<file path="src/rtl/ctrl_pkg.sv">
// rtl/ctrl_pkg.sv - shared encodings for the multi-cycle RISC-V control FSM
// State enum, opcode/func3 constants, datapath select encodings and immediate-format lookup.
package ctrl_pkg;

  typedef enum logic [3:0] {
    FETCH, DECODE, MEM_ADDR, MEM_READ, MEM_WB, MEM_WRITE,
    EXEC_R, EXEC_I, ALU_WB, BRANCH, JAL, LUI
  } state_t;

  localparam logic [6:0] OP_LOAD   = 7'b0000011;
  localparam logic [6:0] OP_STORE  = 7'b0100011;
  localparam logic [6:0] OP_RTYPE  = 7'b0110011;
  localparam logic [6:0] OP_ITYPE  = 7'b0010011;
  localparam logic [6:0] OP_BRANCH = 7'b1100011;
  localparam logic [6:0] OP_JAL    = 7'b1101111;
  localparam logic [6:0] OP_LUI    = 7'b0110111;

  localparam logic [2:0] F3_BEQ  = 3'b000;
  localparam logic [2:0] F3_BNE  = 3'b001;
  localparam logic [2:0] F3_BLT  = 3'b100;
  localparam logic [2:0] F3_BGE  = 3'b101;
  localparam logic [2:0] F3_BLTU = 3'b110;
  localparam logic [2:0] F3_BGEU = 3'b111;

  localparam logic [2:0] ALU_ADD  = 3'b000;
  localparam logic [2:0] ALU_SUB  = 3'b001;
  localparam logic [2:0] ALU_AND  = 3'b010;
  localparam logic [2:0] ALU_OR   = 3'b011;
  localparam logic [2:0] ALU_XOR  = 3'b100;
  localparam logic [2:0] ALU_SLT  = 3'b101;
  localparam logic [2:0] ALU_SLTU = 3'b110;

  localparam logic [1:0] RES_ALUOUT = 2'b00;
  localparam logic [1:0] RES_MEM    = 2'b01;
  localparam logic [1:0] RES_ALU    = 2'b10;
  localparam logic [1:0] RES_IMM    = 2'b11;

  localparam logic [1:0] SRC_A_PC    = 2'b00;
  localparam logic [1:0] SRC_A_OLDPC = 2'b01;
  localparam logic [1:0] SRC_A_RS1   = 2'b10;

  localparam logic [1:0] SRC_B_RS2  = 2'b00;
  localparam logic [1:0] SRC_B_IMM  = 2'b01;
  localparam logic [1:0] SRC_B_FOUR = 2'b10;

  localparam logic [2:0] IMM_I = 3'b000;
  localparam logic [2:0] IMM_S = 3'b001;
  localparam logic [2:0] IMM_B = 3'b010;
  localparam logic [2:0] IMM_J = 3'b011;
  localparam logic [2:0] IMM_U = 3'b100;

  function automatic logic [2:0] imm_sel(input logic [6:0] opcode);
    case (opcode)
      OP_STORE:  return IMM_S;
      OP_BRANCH: return IMM_B;
      OP_JAL:    return IMM_J;
      OP_LUI:    return IMM_U;
      default:   return IMM_I;
    endcase
  endfunction

endpackage

</file>
<file path="src/rtl/multicycle_controller_if.sv">
// rtl/multicycle_controller_if.sv - controller <-> datapath signal bundle
// master is the controller side; slave is the datapath side.
interface multicycle_controller_if;
  logic [6:0] opcode;
  logic [2:0] func3;
  logic       func7_5;
  logic       is_zero;
  logic       is_neg;
  logic       is_carry;
  logic       pc_write;
  logic       adr_src;
  logic       mem_write;
  logic       ir_write;
  logic       reg_write;
  logic [1:0] result_src;
  logic [1:0] alu_src_a;
  logic [1:0] alu_src_b;
  logic [2:0] imm_src;
  logic [2:0] alu_ctrl;
  logic       instr_done;
  logic       illegal;

  modport master (
    input  opcode, func3, func7_5, is_zero, is_neg, is_carry,
    output pc_write, adr_src, mem_write, ir_write, reg_write, result_src,
           alu_src_a, alu_src_b, imm_src, alu_ctrl, instr_done, illegal
  );

  modport slave (
    output opcode, func3, func7_5, is_zero, is_neg, is_carry,
    input  pc_write, adr_src, mem_write, ir_write, reg_write, result_src,
           alu_src_a, alu_src_b, imm_src, alu_ctrl, instr_done, illegal
  );
endinterface

</file>
<file path="src/rtl/alu_decoder.sv">
// rtl/alu_decoder.sv - ALU operation select from func3/func7_5
// func7_5 only selects subtract for R-type; for I-type it is an immediate bit.
module alu_decoder
  import ctrl_pkg::*;
(
  input  logic       r_type,
  input  logic [2:0] func3,
  input  logic       func7_5,
  output logic [2:0] alu_ctrl
);

  always_comb begin
    alu_ctrl = ALU_ADD;
    case (func3)
      3'b000:  alu_ctrl = (r_type && func7_5) ? ALU_SUB : ALU_ADD;
      3'b010:  alu_ctrl = ALU_SLT;
      3'b011:  alu_ctrl = ALU_SLTU;
      3'b100:  alu_ctrl = ALU_XOR;
      3'b110:  alu_ctrl = ALU_OR;
      3'b111:  alu_ctrl = ALU_AND;
      default: alu_ctrl = ALU_ADD;
    endcase
  end

endmodule

</file>
<file path="src/rtl/multicycle_controller.sv">
// rtl/multicycle_controller.sv - multi-cycle RISC-V control FSM with internal branch resolution
// Define UNSIGNED_BRANCH_EN to resolve bltu/bgeu from is_carry; otherwise they are never taken.
module multicycle_controller
  import ctrl_pkg::*;
(
  input  logic                    clk,
  input  logic                    rst,
  multicycle_controller_if.master bus
);

  state_t     state, state_next;
  logic       taken;
  logic [2:0] dec_alu_ctrl;

  logic       pc_write, adr_src, mem_write, ir_write, reg_write;
  logic [1:0] result_src, alu_src_a, alu_src_b;
  logic [2:0] imm_src, alu_ctrl;
  logic       instr_done, illegal;

  alu_decoder u_alu_decoder (
    .r_type  (bus.opcode == OP_RTYPE),
    .func3   (bus.func3),
    .func7_5 (bus.func7_5),
    .alu_ctrl(dec_alu_ctrl)
  );

  always_comb begin
    taken = 1'b0;
    case (bus.func3)
      F3_BEQ:  taken = bus.is_zero;
      F3_BNE:  taken = ~bus.is_zero;
      F3_BLT:  taken = bus.is_neg;
      F3_BGE:  taken = ~bus.is_neg;
`ifdef UNSIGNED_BRANCH_EN
      F3_BLTU: taken = ~bus.is_carry;
      F3_BGEU: taken = bus.is_carry;
`endif
      default: taken = 1'b0;
    endcase
  end

`ifndef UNSIGNED_BRANCH_EN
  logic unused_carry;
  assign unused_carry = bus.is_carry;
`endif

  always_ff @(posedge clk or posedge rst) begin
    if (rst) state <= FETCH;
    else     state <= state_next;
  end

  // Outputs are forced inactive while rst is high, even though state already reads FETCH.
  always_comb begin
    state_next = state;
    pc_write   = 1'b0;
    adr_src    = 1'b0;
    mem_write  = 1'b0;
    ir_write   = 1'b0;
    reg_write  = 1'b0;
    result_src = RES_ALUOUT;
    alu_src_a  = SRC_A_PC;
    alu_src_b  = SRC_B_RS2;
    imm_src    = IMM_I;
    alu_ctrl   = ALU_ADD;
    instr_done = 1'b0;
    illegal    = 1'b0;
    if (!rst) begin
      imm_src = imm_sel(bus.opcode);
      case (state)
        FETCH: begin
          ir_write   = 1'b1;
          alu_src_a  = SRC_A_PC;
          alu_src_b  = SRC_B_FOUR;
          result_src = RES_ALU;
          pc_write   = 1'b1;
          state_next = DECODE;
        end
        DECODE: begin
          alu_src_a = SRC_A_OLDPC;
          alu_src_b = SRC_B_IMM;
          case (bus.opcode)
            OP_LOAD, OP_STORE: state_next = MEM_ADDR;
            OP_RTYPE:          state_next = EXEC_R;
            OP_ITYPE:          state_next = EXEC_I;
            OP_BRANCH:         state_next = BRANCH;
            OP_JAL:            state_next = JAL;
            OP_LUI:            state_next = LUI;
            default: begin
              illegal    = 1'b1;
              instr_done = 1'b1;
              state_next = FETCH;
            end
          endcase
        end
        MEM_ADDR: begin
          alu_src_a  = SRC_A_RS1;
          alu_src_b  = SRC_B_IMM;
          state_next = (bus.opcode == OP_LOAD) ? MEM_READ : MEM_WRITE;
        end
        MEM_READ: begin
          adr_src    = 1'b1;
          state_next = MEM_WB;
        end
        MEM_WB: begin
          result_src = RES_MEM;
          reg_write  = 1'b1;
          instr_done = 1'b1;
          state_next = FETCH;
        end
        MEM_WRITE: begin
          adr_src    = 1'b1;
          mem_write  = 1'b1;
          instr_done = 1'b1;
          state_next = FETCH;
        end
        EXEC_R, EXEC_I: begin
          alu_src_a  = SRC_A_RS1;
          alu_src_b  = (state == EXEC_R) ? SRC_B_RS2 : SRC_B_IMM;
          alu_ctrl   = dec_alu_ctrl;
          state_next = ALU_WB;
        end
        ALU_WB: begin
          result_src = RES_ALUOUT;
          reg_write  = 1'b1;
          instr_done = 1'b1;
          state_next = FETCH;
        end
        BRANCH: begin
          alu_src_a  = SRC_A_RS1;
          alu_src_b  = SRC_B_RS2;
          alu_ctrl   = ALU_SUB;
          result_src = RES_ALUOUT;
          pc_write   = taken;
          instr_done = 1'b1;
          state_next = FETCH;
        end
        JAL: begin
          // ALUOut still holds the target from DECODE while old PC + 4 is computed into it.
          alu_src_a  = SRC_A_OLDPC;
          alu_src_b  = SRC_B_FOUR;
          result_src = RES_ALUOUT;
          pc_write   = 1'b1;
          state_next = ALU_WB;
        end
        LUI: begin
          result_src = RES_IMM;
          reg_write  = 1'b1;
          instr_done = 1'b1;
          state_next = FETCH;
        end
        default: state_next = FETCH;
      endcase
    end
  end

  assign bus.pc_write   = pc_write;
  assign bus.adr_src    = adr_src;
  assign bus.mem_write  = mem_write;
  assign bus.ir_write   = ir_write;
  assign bus.reg_write  = reg_write;
  assign bus.result_src = result_src;
  assign bus.alu_src_a  = alu_src_a;
  assign bus.alu_src_b  = alu_src_b;
  assign bus.imm_src    = imm_src;
  assign bus.alu_ctrl   = alu_ctrl;
  assign bus.instr_done = instr_done;
  assign bus.illegal    = illegal;

endmodule

</file>
<file path="src/flat_wrapper.sv">
// flat-port wrapper written by rule: the top's interface ports become plain ports
module multicycle_controller_flat import ctrl_pkg::*;
  (clk, rst, bus_opcode, bus_func3, bus_func7_5, bus_is_zero, bus_is_neg, bus_is_carry, bus_pc_write, bus_adr_src, bus_mem_write, bus_ir_write, bus_reg_write, bus_result_src, bus_alu_src_a, bus_alu_src_b, bus_imm_src, bus_alu_ctrl, bus_instr_done, bus_illegal);
  multicycle_controller_if bus_i ();
  input  logic clk;
  input  logic rst;
  input wire logic [$bits(bus_i.opcode)-1:0] bus_opcode;
  input wire logic [$bits(bus_i.func3)-1:0] bus_func3;
  input wire logic [$bits(bus_i.func7_5)-1:0] bus_func7_5;
  input wire logic [$bits(bus_i.is_zero)-1:0] bus_is_zero;
  input wire logic [$bits(bus_i.is_neg)-1:0] bus_is_neg;
  input wire logic [$bits(bus_i.is_carry)-1:0] bus_is_carry;
  output wire logic [$bits(bus_i.pc_write)-1:0] bus_pc_write;
  output wire logic [$bits(bus_i.adr_src)-1:0] bus_adr_src;
  output wire logic [$bits(bus_i.mem_write)-1:0] bus_mem_write;
  output wire logic [$bits(bus_i.ir_write)-1:0] bus_ir_write;
  output wire logic [$bits(bus_i.reg_write)-1:0] bus_reg_write;
  output wire logic [$bits(bus_i.result_src)-1:0] bus_result_src;
  output wire logic [$bits(bus_i.alu_src_a)-1:0] bus_alu_src_a;
  output wire logic [$bits(bus_i.alu_src_b)-1:0] bus_alu_src_b;
  output wire logic [$bits(bus_i.imm_src)-1:0] bus_imm_src;
  output wire logic [$bits(bus_i.alu_ctrl)-1:0] bus_alu_ctrl;
  output wire logic [$bits(bus_i.instr_done)-1:0] bus_instr_done;
  output wire logic [$bits(bus_i.illegal)-1:0] bus_illegal;
  assign bus_i.opcode = bus_opcode;
  assign bus_i.func3 = bus_func3;
  assign bus_i.func7_5 = bus_func7_5;
  assign bus_i.is_zero = bus_is_zero;
  assign bus_i.is_neg = bus_is_neg;
  assign bus_i.is_carry = bus_is_carry;
  assign bus_pc_write = bus_i.pc_write;
  assign bus_adr_src = bus_i.adr_src;
  assign bus_mem_write = bus_i.mem_write;
  assign bus_ir_write = bus_i.ir_write;
  assign bus_reg_write = bus_i.reg_write;
  assign bus_result_src = bus_i.result_src;
  assign bus_alu_src_a = bus_i.alu_src_a;
  assign bus_alu_src_b = bus_i.alu_src_b;
  assign bus_imm_src = bus_i.imm_src;
  assign bus_alu_ctrl = bus_i.alu_ctrl;
  assign bus_instr_done = bus_i.instr_done;
  assign bus_illegal = bus_i.illegal;
  multicycle_controller u_core (.clk(clk), .rst(rst), .bus(bus_i));
endmodule
</file>
<file path="config.mk">
export PLATFORM = sky130hd
export DESIGN_NAME = multicycle_controller_flat
export DESIGN_NICKNAME = d
export VERILOG_FILES = /design/src/rtl/ctrl_pkg.sv /design/src/rtl/multicycle_controller_if.sv /design/src/rtl/alu_decoder.sv /design/src/rtl/multicycle_controller.sv /design/src/flat_wrapper.sv
export SDC_FILE = /design/constraint.sdc
export NUM_CORES = 1
export LEC_CHECK = 0
export ABC_AREA = 1
export CAP_MARGIN = 0
export CORE_UTILIZATION = 39
export CTS_CLUSTER_SIZE = 25
export DETAILED_ROUTE_END_ITERATION = 7
export PLACE_DENSITY_LB_ADDON = 0.12
export SKIP_CTS_REPAIR_TIMING = 1
export SLEW_MARGIN = 30
export SYNTH_ARGS = -nofsm -noshare
export SYNTH_HDL_FRONTEND = slang
export SYNTH_SLANG_ARGS = --single-unit
</file>
<file path="constraint.sdc">
create_clock -name clk -period 1.36 [get_ports clk]
set_input_delay 0.204 -clock clk [delete_from_list [all_inputs] [get_ports clk]]
set_output_delay 0.204 -clock clk [all_outputs]
set_load 0.05 [all_outputs]
</file>
==> run summary, run 1 <==
Final HPWL DP -> 2630 µm
status -> stopped before the end
worst ep type -> top-level output
pre-CTS setup slack -> -573 ps
tool error -> [ERROR DPL-0038] Utilization greater than 100%, impossible to legalize
CTS buffer count -> 3
Halt Stage -> global routing
Mean Syn Cell Area -> 4.94 µm²
Initial Utilization -> 43.7%
largest net degree at the start of global routing -> 9
Worst EP post-GRT repair -> bus_instr_done
share of the yosys chip area belonging to registers -> 14.4%
H-tree levels -> 1
Ys Warns -> 0
clock buffer depth -> 2
syn_nets -> 157
row count -> 14
Inst Count DP -> 219
Mapped Area -> 697 µm²
IO Port Bufs -> 33
IO Pins -> 35
Die W -> 44.3 µm
Die Y -> 44.3 µm
CTS Root Cell -> clkbuf_4
Yosys cell types -> 21
Seq cells post-synth -> 4
Num Clock Sinks -> 4
gpl congestion -> 0.846
Post-Synthesis Cells -> 141
==> logic make-up after synthesis <==
| kind of cell | count (synthesis) | share of synthesized area, % |
|---|---|---|
| and+or+nand+nor | 95 | 57.8 |
| buffers and inverters | 28 | 16.3 |
| AOI/OAI and AO/OA | 14 | 11.5 |
| DFF | 4 | 14.4 |
==> cells in the mapped netlist, drive strengths merged <==
cell type | number | area (µm²)
a21oi | 7 | 35.0
o21ai | 4 | 23.8
a31oi | 1 | 6.26
inv | 25 | 93.8
o211ai | 1 | 7.51
nor3 | 2 | 10.0
buf | 3 | 20.0
nand4 | 2 | 12.5
nand3 | 13 | 70.1
nand2 | 52 | 198
nor2 | 25 | 106
o31ai | 1 | 7.51
dfrtp | 4 | 100
nor4 | 1 | 6.26
==> through the flow <==
stage | setup TNS [ps] | instance area [µm²]
after detailed placement | -5300 | 1470
after floorplan | -1730 | 763
after CTS | -7300 | 1500
after global placement | -3760 | 1470
==> run 2, diff against run 1 <==
CORE_AREA = 2 2 63 65   (was not set)
CORE_UTILIZATION = not set   (was 39)
CTS_CLUSTER_SIZE = not set   (was 25)
DIE_AREA = 0 0 65 67   (was not set)
PLACE_DENSITY_LB_ADDON = 0.15   (was 0.12)
==> run summary, run 2 <==
Antenna Cells -> 0
CTS tree -> yes
DRC -> 0
PwrDens -> 585 mW/mm²
IO Port Bufs -> 33 (unchanged)
Final HPWL DP -> 2160 µm (-18%)
most frequent cells in the layout -> nand2_1 (36), buf_4 (30), buf_12 (19)
syn_nets -> 157 (unchanged)
first-pass GRT wire length -> 4090 µm
Post-Synthesis Cells -> 141 (unchanged)
via/cell ratio -> 4.19
IO Pins -> 35 (unchanged)
CORE AREA -> 0.00361 mm²
Die Y -> 67 µm (+51%)
Largest register FFs -> 4
area leader, netlist -> nand2_1
WP buf/inv -> 4
fin crit share -> 122%
initial antenna violation count -> 0
Mean Syn Cell Area -> 4.94 µm² (unchanged)
most frequent CP cell -> inv_2
Largest regs -> u_core.state (4)
Clock Skew -> 3.77 ps
most frequent cell after synthesis -> nand2_1
Worst Hold Class -> in -> async
max-cap viol count -> 0
row count -> 22 (+8)
Post-synth top cells -> nand2_1 (51), inv_1 (21), nor2_1 (20), nand3_1 (12), a21oi_1 (7)
Largest delay share family, worst path -> buffers and inverters
Slew Limit Fails -> 0
final antenna-violating net count -> 0
Worst slew margin -> 78.8%
startpoint types -> flop
setup tns final -> -3510 ps
Arr. time, crit path -> 1450 ps
R2R Path End -> u_core.state[1]
Routed WL per cell -> 10.8 µm
Yosys cell types -> 21 (unchanged)
vias in the first global route -> 958
worst setup margin -> -298 ps
clock buffer depth -> 2 (unchanged)
Initial DRT Pass Iterations -> 4
slowest library cell on the worst path -> dfrtp_1
worst reg2reg startpoint -> u_core.state[2]
Async SR Flop Fraction -> 100% (unchanged)
largest net degree at the start of global routing -> 11
Worst Tran Pin Value -> 315 ps
area fraction of the dominant cell type after synthesis -> 27.5% (unchanged)
Top reg by flops -> u_core.state
DIE AREA -> 0.00436 mm²
detailed router's first-iteration violation count -> 9
Initial Utilization -> 19.3% (-24 points)
CP endpoint kind -> output port
CP cell instances -> inv_2 > nor2_4 > nand2_2 > inv_2 > o31ai_1 > inv_2 > buf_12
Main synth FF type -> dfrtp_1
Num Clock Sinks -> 4 (unchanged)
CTS Root Cell -> clkbuf_8
failing checks -> negative setup slack
CTS buffer count -> 3 (unchanged)
power consumption -> 1.06 mW
RSZ-0062 raised after global routing -> true
Final Setup Violations -> 16
routed wire length -> 2750 µm
Fill cells -> 358
commonest non-fill, non-tap cell in the layout -> nand2_1
top cells by area, synth -> nand2_1 (27%), dfrtp_1 (14%), inv_1 (11%)
Final Hold Fails -> 0
Worst-path clk slew -> 30 ps
routed via count -> 1063
R2R setup slack -> 100 ps
gpl congestion -> 0.824 (-2.7%)
CP required -> 1160 ps
fin util -> 50.1%
status -> complete, but fails checks
LEAKAGE -> 0.914 nW
Area Growth Syn to Fin -> 159%
global route overflow -> 0
share of the yosys chip area belonging to registers -> 14.4% (unchanged)
Peak Freq -> 603 MHz
Final nets -> 224
share of post-route cells with drive strength above 1 -> 58.7%
Max stage delay on crit path -> 390 ps
Die W -> 65 µm (+47%)
VDD IR max -> 0.430 mV
Crit Path Class -> reg -> out
Ys Warns -> 0 (unchanged)
worst skew pair latency -> 220 ps
number of synthesized flops with an enable pin -> 0 (unchanged)
H-tree levels -> 1 (unchanged)
Register-to-Register Path Depth -> 8
hold slack -> 57.0 ps
minimum clock period -> 1660 ps
Worst Path Max Fanout -> 5
GRT Total Usage -> 12.0%
Mapped Area -> 697 µm² (unchanged)
Seq cells post-synth -> 4 (unchanged)
-- run 2: area by class of cell --
type,count,area [µm²],area share [%]
clock buffers,3,41.3,2.29
multi-input cells,109,718,39.8
flip-flops and latches,4,104,5.75
well taps,48,60.1,3.33
repair buffers,65,788,43.7
inverters,25,93.8,5.20
-- run 2: logic make-up (layout without fill, tap and decap cells) --
group | after synthesis | in the layout | share of synthesized area (%)
simple gates | 95 | 95 | 57.8
compound gates | 14 | 14 | 11.5
flops | 4 | 4 | 14.4
buf+inv | 28 | 93 | 16.3
-- run 2: power breakdown --
part / switching [mW] / internal, mW / total, mW
logic: 0.365 / 0.306 / 0.671
registers: 0.0103 / 0.128 / 0.139
clock network: 0.0575 / 0.188 / 0.246
-- run 2: metal layers --
metal | routed length [µm] | track usage, %
met5 | 0 | 0
met4 | 41 | 4.79
met3 | 95 | 1.52
met2 | 1470 | 21.5
met1 | 1140 | 14.6
-- run 2: worst max path at each step --
stage	endpoint	depth (start not counted)	start	slack (ps)
2_1_floorplan	bus_imm_src[0]	3	rst	-250
3_3_place_gp	bus_illegal	10	bus_opcode[4]	-420
3_5_place_dp	bus_illegal	10	bus_opcode[3]	-430
4_1_cts	bus_illegal	10	bus_opcode[3]	-450
5_1_grt	bus_instr_done	8	u_core.state[1]	-380
6_report	bus_alu_src_b[0]	7	u_core.state[0]	-300
-- run 2: metrics by stage --
step / setup WS, ps / cell area (µm²) / cells
4_1_cts: -448 / 1580 / 251
5_1_grt: -384 / 1810 / 254
3_5_place_dp: -432 / 1540 / 248
6_report: -298 / 1810 / 254
2_1_floorplan: -254 / 763 / 141
3_3_place_gp: -420 / 1540 / 248
-- run 2: tightest hold or removal path, stage by stage --
cell,delay [ps]
dlymetal6s2s_1,160
inv_1,100
buf_12,130
(Power assumes the default switching activity.)
